## src/rtl/switch_pkg.sv

```systemverilog
// switch_pkg: shared constants and state encoding for the switch debouncer.
//   N_SW_DEF     - default number of switch channels
//   CNT_MAX_DEF  - default stable-cycle count (5 ms at 100 MHz)
//   CNT_MAX_SIM  - short count used for simulation builds
//   db_state_e   - per-channel FSM state (1 bit)
package switch_pkg;

  localparam int N_SW_DEF    = 5;
  localparam int CNT_MAX_DEF = 500000;
  localparam int CNT_MAX_SIM = 4;

  typedef enum logic {
    ST_STABLE  = 1'b0,  // synchronized input agrees with the debounced level
    ST_PENDING = 1'b1   // synchronized input disagrees; counting stable cycles
  } db_state_e;

endpackage

```

## src/rtl/debounce_bit.sv

```systemverilog
// debounce_bit: one debounce channel.
// A two-flop synchronizer feeds a STABLE/PENDING FSM with a stability counter.
// A new level is accepted only after CNT_MAX consecutive disagreeing cycles.
// Ports:
//   clk, rst_n  - clock, asynchronous active-low reset
//   raw         - raw asynchronous switch level
//   db          - debounced level (registered)
//   rise, fall  - registered one-cycle pulses on accepted 0->1 / 1->0
//   edge_nxt    - combinational "a pulse is being loaded this cycle"; lets the
//                 parent register a channel-OR aligned with rise/fall
//   state       - current FSM state, for observation
module debounce_bit
  import switch_pkg::*;
#(
  parameter int CNT_MAX = CNT_MAX_DEF
) (
  input  logic      clk,
  input  logic      rst_n,
  input  logic      raw,
  output logic      db,
  output logic      rise,
  output logic      fall,
  output logic      edge_nxt,
  output db_state_e state
);

  localparam int CW = $clog2(CNT_MAX + 1);
  localparam logic [CW-1:0] CNT_LAST = CW'(CNT_MAX);
  localparam logic [CW-1:0] CNT_ONE  = CW'(1);

  logic          sync1_q, sync2_q;
  db_state_e     state_q, state_d;
  logic [CW-1:0] cnt_q, cnt_d;
  logic          db_q, db_d;
  logic          rise_q, rise_d;
  logic          fall_q, fall_d;

  always_ff @(posedge clk or negedge rst_n) begin
    if (!rst_n) begin
      sync1_q <= 1'b0;
      sync2_q <= 1'b0;
      state_q <= ST_STABLE;
      cnt_q   <= '0;
      db_q    <= 1'b0;
      rise_q  <= 1'b0;
      fall_q  <= 1'b0;
    end else begin
      sync1_q <= raw;
      sync2_q <= sync1_q;
      state_q <= state_d;
      cnt_q   <= cnt_d;
      db_q    <= db_d;
      rise_q  <= rise_d;
      fall_q  <= fall_d;
    end
  end

  always_comb begin
    state_d = state_q;
    cnt_d   = cnt_q;
    db_d    = db_q;
    rise_d  = 1'b0;
    fall_d  = 1'b0;
    unique case (state_q)
      ST_STABLE: begin
        cnt_d = '0;
        if (sync2_q != db_q) begin
          state_d = ST_PENDING;
          cnt_d   = CNT_ONE;
        end
      end
      ST_PENDING: begin
        if (sync2_q == db_q) begin
          // Bounce back before acceptance: drop the candidate silently.
          state_d = ST_STABLE;
          cnt_d   = '0;
        end else if (cnt_q == CNT_LAST) begin
          // Accept; clearing here is what keeps the counter from wrapping.
          state_d = ST_STABLE;
          cnt_d   = '0;
          db_d    = sync2_q;
          rise_d  = sync2_q;
          fall_d  = ~sync2_q;
        end else begin
          cnt_d = cnt_q + CNT_ONE;
        end
      end
      default: begin
        state_d = ST_STABLE;
        cnt_d   = '0;
      end
    endcase
  end

  assign db       = db_q;
  assign rise     = rise_q;
  assign fall     = fall_q;
  assign edge_nxt = rise_d | fall_d;
  assign state    = state_q;

endmodule

```

## src/rtl/switch_debouncer.sv

```systemverilog
// switch_debouncer: N_SW independent debounced slide switches.
// Ports:
//   clk, rst_n - clock, asynchronous active-low reset
//   sw_raw     - raw bouncing switch levels
//   sw_db      - debounced levels (bits 1:0 operands, bits 4:2 select downstream)
//   sw_rise    - one-cycle pulse per channel on accepted 0->1
//   sw_fall    - one-cycle pulse per channel on accepted 1->0
//   sw_chg     - one-cycle pulse when any channel pulses rise or fall
//   sw_state   - per-channel FSM state (1 = PENDING), for observation
module switch_debouncer
  import switch_pkg::*;
#(
  parameter int N_SW    = N_SW_DEF,
  parameter int CNT_MAX = CNT_MAX_DEF
) (
  input  logic            clk,
  input  logic            rst_n,
  input  logic [N_SW-1:0] sw_raw,
  output logic [N_SW-1:0] sw_db,
  output logic [N_SW-1:0] sw_rise,
  output logic [N_SW-1:0] sw_fall,
  output logic            sw_chg,
  output logic [N_SW-1:0] sw_state
);

  logic [N_SW-1:0] edge_nxt;
  logic            sw_chg_q, sw_chg_d;

  for (genvar i = 0; i < N_SW; i++) begin : g_ch
    db_state_e st;
    debounce_bit #(
      .CNT_MAX(CNT_MAX)
    ) u_bit (
      .clk     (clk),
      .rst_n   (rst_n),
      .raw     (sw_raw[i]),
      .db      (sw_db[i]),
      .rise    (sw_rise[i]),
      .fall    (sw_fall[i]),
      .edge_nxt(edge_nxt[i]),
      .state   (st)
    );
    assign sw_state[i] = (st == ST_PENDING);
  end

  // OR the next-cycle pulse values so sw_chg lands in the same cycle as
  // the registered rise/fall bits rather than one cycle after.
  always_comb begin
    sw_chg_d = |edge_nxt;
  end

  always_ff @(posedge clk or negedge rst_n) begin
    if (!rst_n) sw_chg_q <= 1'b0;
    else        sw_chg_q <= sw_chg_d;
  end

  assign sw_chg = sw_chg_q;

endmodule

```

## config.mk

```make
export PLATFORM = sky130hd
export DESIGN_NAME = switch_debouncer
export DESIGN_NICKNAME = d
export VERILOG_FILES = /design/src/rtl/switch_pkg.sv /design/src/rtl/debounce_bit.sv /design/src/rtl/switch_debouncer.sv
export SDC_FILE = /design/constraint.sdc
export NUM_CORES = 1
export LEC_CHECK = 0
export CORE_MARGIN = 3
export CORE_UTILIZATION = 60
export CTS_BUF_LIST = sky130_fd_sc_hd__clkbuf_16
export DETAILED_ROUTE_END_ITERATION = 7
export PLACE_DENSITY = 0.88
export SYNTH_ARGS = -nofsm -noshare
export SYNTH_HDL_FRONTEND = slang
export SYNTH_SLANG_ARGS = --single-unit
```

## constraint.sdc

```tcl
create_clock -name clk -period 3.25 [get_ports clk]
set_clock_uncertainty 0.15 [all_clocks]
set_input_delay 0.325 -clock clk [delete_from_list [all_inputs] [get_ports clk]]
set_output_delay 0.325 -clock clk [all_outputs]
set_load 0.02 [all_outputs]
```

==> results of run 1 <==
## metrics by stage
stage | power, µW | util | instance area [µm²]
2_1_floorplan | 1736 | - | 5921
6_report | 3395 | 0.7110 | 6694
4_1_cts | 3409 | 0.7110 | 6694
3_3_place_gp | 1795 | 0.6559 | 6176
5_1_grt | 3512 | 0.7110 | 6694
3_5_place_dp | 1804 | 0.6559 | 6176
## final timing paths
check	cells past startpoint	to	slack, ps	from
max	6	g_ch[2].u_bit.cnt_q[0]	780	g_ch[2].u_bit.cnt_q[0]
min	0	g_ch[0].u_bit.sync2_q	200	g_ch[0].u_bit.sync1_q
max reg2reg	6	g_ch[2].u_bit.cnt_q[0]	780	g_ch[2].u_bit.cnt_q[0]
min reg2reg	0	g_ch[0].u_bit.sync2_q	200	g_ch[0].u_bit.sync1_q
max in group asynchronous	3	g_ch[0].u_bit.cnt_q[1]	1840	rst_n
min in group asynchronous	2	g_ch[4].u_bit.cnt_q[5]	320	rst_n
## registers in the layout, indices dropped and copies added (netlist names)
register / cells
g_ch.u_bit.db: 5
g_ch.u_bit.state: 5
g_ch.u_bit.cnt_q: 95
g_ch.u_bit.sync2_q: 5
g_ch.u_bit.rise: 5
g_ch.u_bit.sync1_q: 5
g_ch.u_bit.fall: 5
sw_chg: 1
## power groups by stage
stage	logic (µW)	clock network [µW]	registers, µW
6_report	149	1620	1630
5_1_grt	168	1710	1640
4_1_cts	152	1630	1630
3_5_place_dp	147	0	1660
3_3_place_gp	141	0	1650
2_1_floorplan	88.0	0	1650
## metal layers
metal | up-vias | GRT usage
met2 | 126 | 0.3570
met4 | 0 | 0.09747
met5 | - | 0
met1 | 2085 | 0.2791
li1 | 1950 | -
met3 | 29 | 0.05144
## what timing repair did
action,in CTS,in global routing
gates resized for setup,0,0
endpoints found under the hold margin,45,0
hold buffers,1,0
## critical path: stages, from the launching register on
cell	delay (ps)
dfrtp_1	420
inv_1	80
ha_1	130
or4b_1	430
nor3_1	300
nand2b_1	620
o22ai_1	180
## final cells by class
| type | instances | area (µm²) |
|---|---|---|
| fillers | 608 | 2721 |
| inverters | 18 | 67.56 |
| multi-input cells | 402 | 2499 |
| repair buffers | 30 | 305.3 |
| clock buffers | 17 | 425.4 |
| well taps | 129 | 161.4 |
| flip-flops and latches | 126 | 3153 |
| clock inverters | 15 | 82.58 |
## logic make-up (layout without fill, tap and decap cells)
kind of cell | after synthesis | after routing | synth area share
adders and majority gates | 10 | 10 | 0.02113
DFF | 126 | 126 | 0.5325
muxes | 5 | 5 | 0.01014
xor gates and xnor gates | 92 | 92 | 0.1361
buffers and inverters | 47 | 80 | 0.04543
AOI/OAI and AO/OA | 14 | 14 | 0.01353
and+or+nand+nor | 281 | 281 | 0.2411
## cells in the final DEF, fill, tap and decap left out, types with 6 or more instances in the layout
cell             instances
and3_1                  11
and4_1                   7
clkbuf_16               17
clkdlybuf4s50_1         26
dfrtp_1                126
ha_1                    10
inv_1                   19
nand2_1                 31
nand3_1                 42
nand4_1                 19
nor2_1                 112
nor2b_1                  6
nor3_1                  15
nor4_1                   8
xnor2_1                 40
xor2_1                  52
==> impl_metrics.tcl, run 1 <==
set metrics [dict create \
    ir_worst_vdd_mv 0.3214 \
    avgSynthCellArea_um2 10.30 \
    yosysWarnings 0 \
    io_buffers 27 \
    clock_path_buffers 2 \
    netlist_instances 575 \
    max_freq_mhz 404.2 \
    numClockSinks 126 \
    p_leak_uw 0.002799 \
    yosysTopAreaCell "dfrtp_1" \
    route.met2.wl_um 5722 \
    antenna_found_initial 0 \
    tightestPinTransition_ps 706.6 \
    drtAntennaViolNets 0 \
    cts-root-buf "clkbuf_16" \
    cts.clk_slew.worst_paths_ps 50 \
    holdWs_ps 195.9 \
    ys_seq_area_frac 0.5325 \
    async_flop_share 1.000 \
    cts_tree "yes" \
    syn-num-nets 592 \
    hpwl_um 7080 \
    drtIter0Drc 297 \
    status "finished clean" \
    synth_edf_count 0 \
    place_ws_ps 843.5 \
    cp_data_required_time_ps 3350 \
    drt_wl_total_um 11530 \
    dr_wl_met3_um 509 \
    critPathLaunchType "flop" \
    highest_layer "met4" \
    period_share 0.7613 \
    powerDensity_mw_per_mm2 507.2 \
    grt_pass1_wl_um 19440 \
    cp-end-kind "flop" \
    worstPathArrival_ps 2570 \
    grt_pass1_vias 4183 \
    setup_viol 0 \
    cts_setup_buffers 0 \
    die_width_um 105.3 \
    timing_worst_setup_path_type "flop to flop" \
    maxCapViolCount 0 \
    place_inst 704 \
    areaGrowthSynthToFinish_pct 13.06 \
    vias 4190 \
    io_pins 28 \
    die_h_um 105.3 \
    yosys_register_bits 126 \
    drive_gt1_frac 0.07072 \
    critPathMaxFanout 19 \
    layout.nets 612 \
    synth_top_area_frac 0.5325 \
    globalplace.congestion 0.9312 \
    synth.distinct_cells 40 \
    antenna_cells 0 \
    finalHoldViolations 0 \
    numCtsBuffers 17 \
    slew_violations 0 \
    initial_core_util 0.6288 \
    layout.cells.non_filler 737 \
    first_pass_iters 5 \
    htreeDepth 4 \
    dieArea_mm2 0.01110 \
    rsz0062_at_grt "no" \
    seqPwrFrac 0.480 \
    post_drt_wl_per_cell_um 15.64 \
    synth_most_common_cell "dfrtp_1" \
    worst_hold_path_type "flop to flop" \
    synth.area.top_cells "dfrtp_1, xor2_1, nor2_1, xnor2_1, nand3_1" \
    drc 0 \
    placementRows 35 \
    setup_ws_ps 775.9 \
    grt_max_degree 82 \
    p_clk_frac 0.476 \
    drt-met1-wl_um 5042 \
    tns_ps 0 \
    p_sw_frac 0.2350 \
    synth.cells.most_frequent "dfrtp_1, nor2_1, xor2_1, nand3_1, xnor2_1" \
    vias_per_cell 5.685 \
    gr-total-overflow 0 \
    insertion_delay_ps 410 \
    synth_ff_type "dfrtp_1" \
    syn-cell-area_mm2 0.005921 \
    power.net_switching_uw 797.8 \
    grt_usage 0.2189 \
    relSlewSlack 0.5289 \
    intPower_uw 2598 \
    min_period_ps 2474 \
    core_mm2 0.009415 \
    pwr-share-comb 0.044 \
]
Power figures use the tool's default switching activity.
==> run 2: changes to the inputs <==
--- a/config.mk
+++ b/config.mk
@@ -6,10 +6,10 @@
 export NUM_CORES = 1
 export LEC_CHECK = 0
 export CORE_MARGIN = 3
-export CORE_UTILIZATION = 60
+export CORE_UTILIZATION = 54
 export CTS_BUF_LIST = sky130_fd_sc_hd__clkbuf_16
 export DETAILED_ROUTE_END_ITERATION = 7
-export PLACE_DENSITY = 0.88
+export PLACE_DENSITY = 0.84
 export SYNTH_ARGS = -nofsm -noshare
 export SYNTH_HDL_FRONTEND = slang
 export SYNTH_SLANG_ARGS = --single-unit
==> constraint.sdc (replaced) <==
create_clock -name clk -period 2.25 [get_ports clk]
set_clock_uncertainty 0.15 [all_clocks]
set_input_delay 0.225 -clock clk [delete_from_list [all_inputs] [get_ports clk]]
set_output_delay 0.225 -clock clk [all_outputs]
set_load 0.02 [all_outputs]
==> run 2 against run 1 <==
Compared with the run above: final cell count grew 1.8%; power grew 49%; sequential share of layout area shrank 0.73 points; register-to-register slack lost 650 ps; critical path depth is the same; utilization shrank 6.4 points; critical endpoint is now g_ch[2].u_bit.db.
==> impl_metrics.tcl, run 2 (synthesized netlist as in run 1, its figures left out) <==
set metrics [dict create \
    place_inst 720 \
    core_mm2 0.01051 \
    place_ws_ps 67.36 \
    post_drt_wl_per_cell_um 14.53 \
    grt_usage 0.1895 \
    setup_viol 0 \
    dieArea_mm2 0.01226 \
    clock_path_buffers 2 \
    p_leak_uw 0.002862 \
    areaGrowthSynthToFinish_pct 14.84 \
    tightestPinTransition_ps 650.5 \
    drc 0 \
    first_pass_iters 4 \
    r2r_slack_ps 120 \
    htreeDepth 4 \
    globalplace.congestion 0.8759 \
    largest_reg_flops 95 \
    setup_ws_ps 124.6 \
    powerDensity_mw_per_mm2 746.5 \
    min_period_ps 2125 \
    placementRows 37 \
    layout.cells.non_filler 750 \
    antenna_cells 0 \
    crit_end "g_ch[2].u_bit.db" \
    insertion_delay_ps 410 \
    worstRegToRegCells 6 \
    drtIter0Drc 232 \
    worstPathArrival_ps 2270 \
    timing_worst_setup_path_type "flop to flop" \
    p_total_uw 5076 \
    r2r_start "g_ch[2].u_bit.cnt_q[0]" \
    multi_input_area_mm2 0.002504 \
    hpwl_um 7220 \
    vias_per_cell 5.371 \
    grt_max_degree 127 \
    drtAntennaViolNets 0 \
    register_area_mm2 0.003153 \
    cp-end-kind "flop" \
    critPathLaunchType "flop" \
    worst_hold_path_type "input port to flop" \
    cts.clk_slew.worst_paths_ps 50 \
    cp-startpoint "g_ch[2].u_bit.cnt_q[0]" \
    antenna_found_initial 0 \
    die_h_um 110.7 \
    layout.nets 621 \
    layout_common_cells "dfrtp_1, nor2_1, xor2_1" \
    io_pins 28 \
    grt_pass1_vias 4119 \
    largest-register "g_ch.u_bit.cnt_q" \
    gr-total-overflow 0 \
    max_freq_mhz 470.5 \
    critPathMaxFanout 5 \
    tns_ps 0 \
    period_share 0.9446 \
    io_buffers 27 \
    cp_data_required_time_ps 2390 \
    n_fill_cell 769 \
    cts_tree "yes" \
    ir_worst_vdd_mv 0.6343 \
    initial_core_util 0.5634 \
    rsz0062_at_grt "no" \
    maxCapViolCount 0 \
    die_width_um 110.7 \
    drt_wl_total_um 10900 \
    vias 4028 \
    cts-root-buf "clkbuf_16" \
    r2r_end "g_ch[2].u_bit.db" \
    numClockSinks 126 \
    finalHoldViolations 0 \
    final_common_cell "dfrtp_1" \
    drive_gt1_frac 0.08143 \
    relSlewSlack 0.5663 \
    grt_pass1_wl_um 19130 \
    status "finished clean" \
    numCtsBuffers 17 \
    slew_violations 0 \
]
## run 2: changes by cell type in the layout (fill, tap and decap cells not counted)
cell        before  now
clkinvlp_4       4    1
buf_4            2   11
clkinv_2         5    4
nor3_2           0    1
clkinv_4         1    0
nor3_1          15   14
bufinv_16        0    2
## run 2: stage by stage
step / hold slack, ps / utilization / cell area, µm²
after floorplan: -220.6 / - / 5921
after global placement: 183.2 / 0.5950 / 6252
after detailed placement: 194.2 / 0.5950 / 6252
after CTS: 85.20 / 0.6465 / 6794
after global routing: 93.82 / 0.6470 / 6799
final: 100.9 / 0.6470 / 6799
## run 2: how the worst min path moves through the flow
stage,from,to,depth (start not counted)
floorplan,rst_n,g_ch[0].u_bit.cnt_q[0],0
finish,sw_raw[4],g_ch[4].u_bit.sync1_q,1
global route,sw_raw[4],g_ch[4].u_bit.sync1_q,1
CTS,sw_raw[4],g_ch[4].u_bit.sync1_q,1
detailed placement,g_ch[0].u_bit.sync1_q,g_ch[0].u_bit.sync2_q,0
global placement,g_ch[0].u_bit.sync1_q,g_ch[0].u_bit.sync2_q,0
## run 2: where the power goes
group | total, µW | internal [µW] | switching, µW | leakage (µW)
Clock | 2490 | 1580 | 913 | 0.000265
Sequential | 2360 | 2310 | 48.7 | 0.00172
Combinational | 229 | 85.5 | 144 | 0.000880
Total | 5080 | 3970 | 1110 | 0.00286
## run 2: layout make-up
| class | instances | area share |
|---|---|---|
| timing repair buffer | 39 | 0.05484 |
| tap | 136 | 0.02503 |
| sequential | 126 | 0.4637 |
| inverter | 18 | 0.009937 |
| clock buffer | 17 | 0.06257 |
| clock inverter | 12 | 0.01564 |
| multi-input combinational | 402 | 0.3682 |
## run 2: timing repair
item	4_1_cts	5_1_grt
setup buffers	0	0
hold buffers	1	0
resized for setup	0	1
setup endpoints to repair	0	1
endpoints found under the hold margin	126	0
## run 2: worst max-delay path, stage by stage, from the launching register on
cell and delay [ps]:
dfrtp_1 410, inv_1 80, ha_1 140, or4b_1 470, nor3_2 230, and2_1 200, mux2_2 340
## run 2: metal layers
metal,global-route usage,vias up,share of wire
met4,0.06076,0,0.010
met5,0,-,0
met2,0.3123,86,0.50
met3,0.05786,13,0.044
met1,0.2404,1953,0.45
li1,-,1976,-
==> run 3: changes to the inputs <==
--- a/config.mk
+++ b/config.mk
@@ -6,10 +6,11 @@
 export NUM_CORES = 1
 export LEC_CHECK = 0
 export CORE_MARGIN = 3
-export CORE_UTILIZATION = 54
+export CORE_UTILIZATION = 55
 export CTS_BUF_LIST = sky130_fd_sc_hd__clkbuf_16
 export DETAILED_ROUTE_END_ITERATION = 7
-export PLACE_DENSITY = 0.84
+export PLACE_DENSITY = 0.85
 export SYNTH_ARGS = -nofsm -noshare
 export SYNTH_HDL_FRONTEND = slang
+export SYNTH_HIERARCHICAL = 1
 export SYNTH_SLANG_ARGS = --single-unit
==> run 3 against run 2 <==
Compared with the run above: critical path depth shrank 1; cell area grew 4.8%; non-clock buffer count grew 8; sequential share of layout area shrank 2.1 points; via count grew 14%; routed wire length grew 17%; final cell count grew 3.7%; combinational power grew 32%.
==> impl_metrics.tcl, run 3 <==
set metrics [dict create \
    first_pass_iters 4 \
    place_ws_ps 264.7 \
    synth_edf_count 0 \
    hold_buffers 1 \
    drtIter0Drc 315 \
    vias_per_cell 5.900 \
    worstRegToRegCells 5 \
    status "finished clean" \
    tns_ps 0 \
    avgSynthCellArea_um2 10.38 \
    drt_wl_total_um 12710 \
    n_fill_cell 830 \
    grt_usage 0.2233 \
    critPathMaxFanout 7 \
    grt_pass1_vias 4712 \
    p_leak_uw 0.002992 \
    slew_violations 0 \
    layout.nets 642 \
    min_path_cells 1 \
    antenna_cells 0 \
    relSlewSlack 0.6023 \
    cts_setup_buffers 0 \
    synth.cells.most_frequent "dfrtp_1, nor2_1, nand4_1, xor2_1, nand2_1" \
    largest_reg_flops 95 \
    initial_core_util 0.5665 \
    die_width_um 111.9 \
    syn-num-nets 611 \
    globalplace.congestion 0.8660 \
    layout_common_cells "dfrtp_1, nor2_1, nand4_1, xor2_1" \
    max_freq_mhz 499.3 \
    drive_gt1_frac 0.1019 \
    tightestPinTransition_ps 596.6 \
    cp-end-kind "flop" \
    clock_path_buffers 2 \
    ir_worst_vdd_mv 0.6119 \
    synth_ff_type "dfrtp_1" \
    drc 0 \
    synth.area.top_cells "dfrtp_1, xor2_1, nand4_1, nor2_1, xnor2_1" \
    worstPathArrival_ps 2190 \
    p_total_uw 5182 \
    numClockSinks 126 \
    netlist_instances 594 \
    powerDensity_mw_per_mm2 727.0 \
    ys_seq_area_frac 0.5112 \
    worst_hold_path_type "input port to flop" \
    min_period_ps 2003 \
    cp_data_required_time_ps 2440 \
    holdWs_ps 92.81 \
    yosys_register_bits 126 \
    cts.clk_slew.worst_paths_ps 50 \
    syn-cell-area_mm2 0.006168 \
    synth_top_area_frac 0.5112 \
    cts-root-buf "clkbuf_16" \
    gr-total-overflow 0 \
    die_h_um 111.9 \
    synth.distinct_cells 31 \
    final_common_cell "dfrtp_1" \
    finalHoldViolations 0 \
    rsz0062_at_grt "no" \
    numCtsBuffers 17 \
    cts_resized 0 \
    synth_most_common_cell "dfrtp_1" \
    antenna_found_initial 0 \
    yosysTopAreaCell "dfrtp_1" \
    hpwl_um 8842 \
    vias 4590 \
    areaGrowthSynthToFinish_pct 15.54 \
    async_flop_share 1.000 \
    dieArea_mm2 0.01252 \
    setup_ws_ps 247.2 \
    maxCapViolCount 0 \
    placementRows 38 \
    htreeDepth 4 \
    io_buffers 27 \
    critPathLaunchType "flop" \
    insertion_delay_ps 420 \
    yosysWarnings 6 \
    timing_worst_setup_path_type "flop to flop" \
    grt_pass1_wl_um 22530 \
    cts_tree "yes" \
    grt_max_degree 48 \
    largest-register "g_ch.u_bit/cnt_q" \
    post_drt_wl_per_cell_um 16.34 \
    period_share 0.8901 \
    io_pins 28 \
    setup_viol 0 \
    dpl_cell_area_mm2 0.006566 \
    final_area_mm2 0.007127 \
    core_mm2 0.01089 \
    drtAntennaViolNets 0 \
]
run 3: changes by cell type in the layout (fill, tap and decap cells not counted), sizes merged, moves of 9 or more:
cell   before  now
nand4      19   45
or3         1   20
xnor2      40   25
o21ai       4   25
nand3      43   25
a21oi       3   25
xor2       52   40
nor4b       4   15
nor3       15    6
nor2      112   66
run 3: layout make-up:
| cell class | instances | area, µm² | share of cell area |
|---|---|---|---|
| flip-flops and latches | 126 | 3153 | 0.4424 |
| multi-input cells | 408 | 2721 | 0.3818 |
| repair buffers | 47 | 432.9 | 0.06074 |
| clock buffers | 17 | 425.4 | 0.05969 |
| well taps | 140 | 175.2 | 0.02458 |
| clock inverters | 15 | 125.1 | 0.01756 |
| inverters | 25 | 93.84 | 0.01317 |
run 3: final timing paths:
| check | start | endpoint | slack [ps] |
|---|---|---|---|
| max in group asynchronous | rst_n | g_ch[1].u_bit/cnt_q[9] | 1100 |
| max reg2reg | g_ch[0].u_bit/cnt_q[0] | g_ch[0].u_bit/cnt_q[18] | 250 |
| min in group asynchronous | rst_n | g_ch[2].u_bit/cnt_q[15] | 210 |
| min reg2reg | g_ch[2].u_bit/sync1_q | g_ch[2].u_bit/sync2_q | 200 |
| min | sw_raw[0] | g_ch[0].u_bit/sync1_q | 90 |
| max | g_ch[0].u_bit/cnt_q[0] | g_ch[0].u_bit/cnt_q[18] | 250 |
run 3: logic make-up after synthesis:
logic type      share of synthesized area
flops                              0.5112
xor+xnor                          0.09229
fa+ha+maj                         0.02028
simple gates                       0.2617
buf+inv                           0.04767
mux                              0.009127
compound gates                    0.05781
run 3: metrics by stage:
stage	utilization	std cells
after global placement	0.6031	745
after global routing	0.6546	778
after detailed placement	0.6031	745
after floorplan	-	594
final	0.6546	778
after CTS	0.6546	778
run 3: routing by layer:
| layer | up-vias | part of all wire | track usage |
|---|---|---|---|
| met2 | 98 | 0.52 | 0.3745 |
| met3 | 31 | 0.037 | 0.06250 |
| met5 | - | 0 | 0 |
| li1 | 2159 | - | - |
| met4 | 0 | 0.026 | 0.09895 |
| met1 | 2302 | 0.42 | 0.2694 |
run 3: power breakdown:
group	internal (µW)	switching, µW
Clock	1510	1000
Combinational	118	184
Sequential	2310	58.5
run 3: critical path: stages (launching register included):
cell	delay, ps
dfrtp_1	440
ha_1	220
and3_1	330
nand4_4	170
or4_1	430
a21oi_1	180
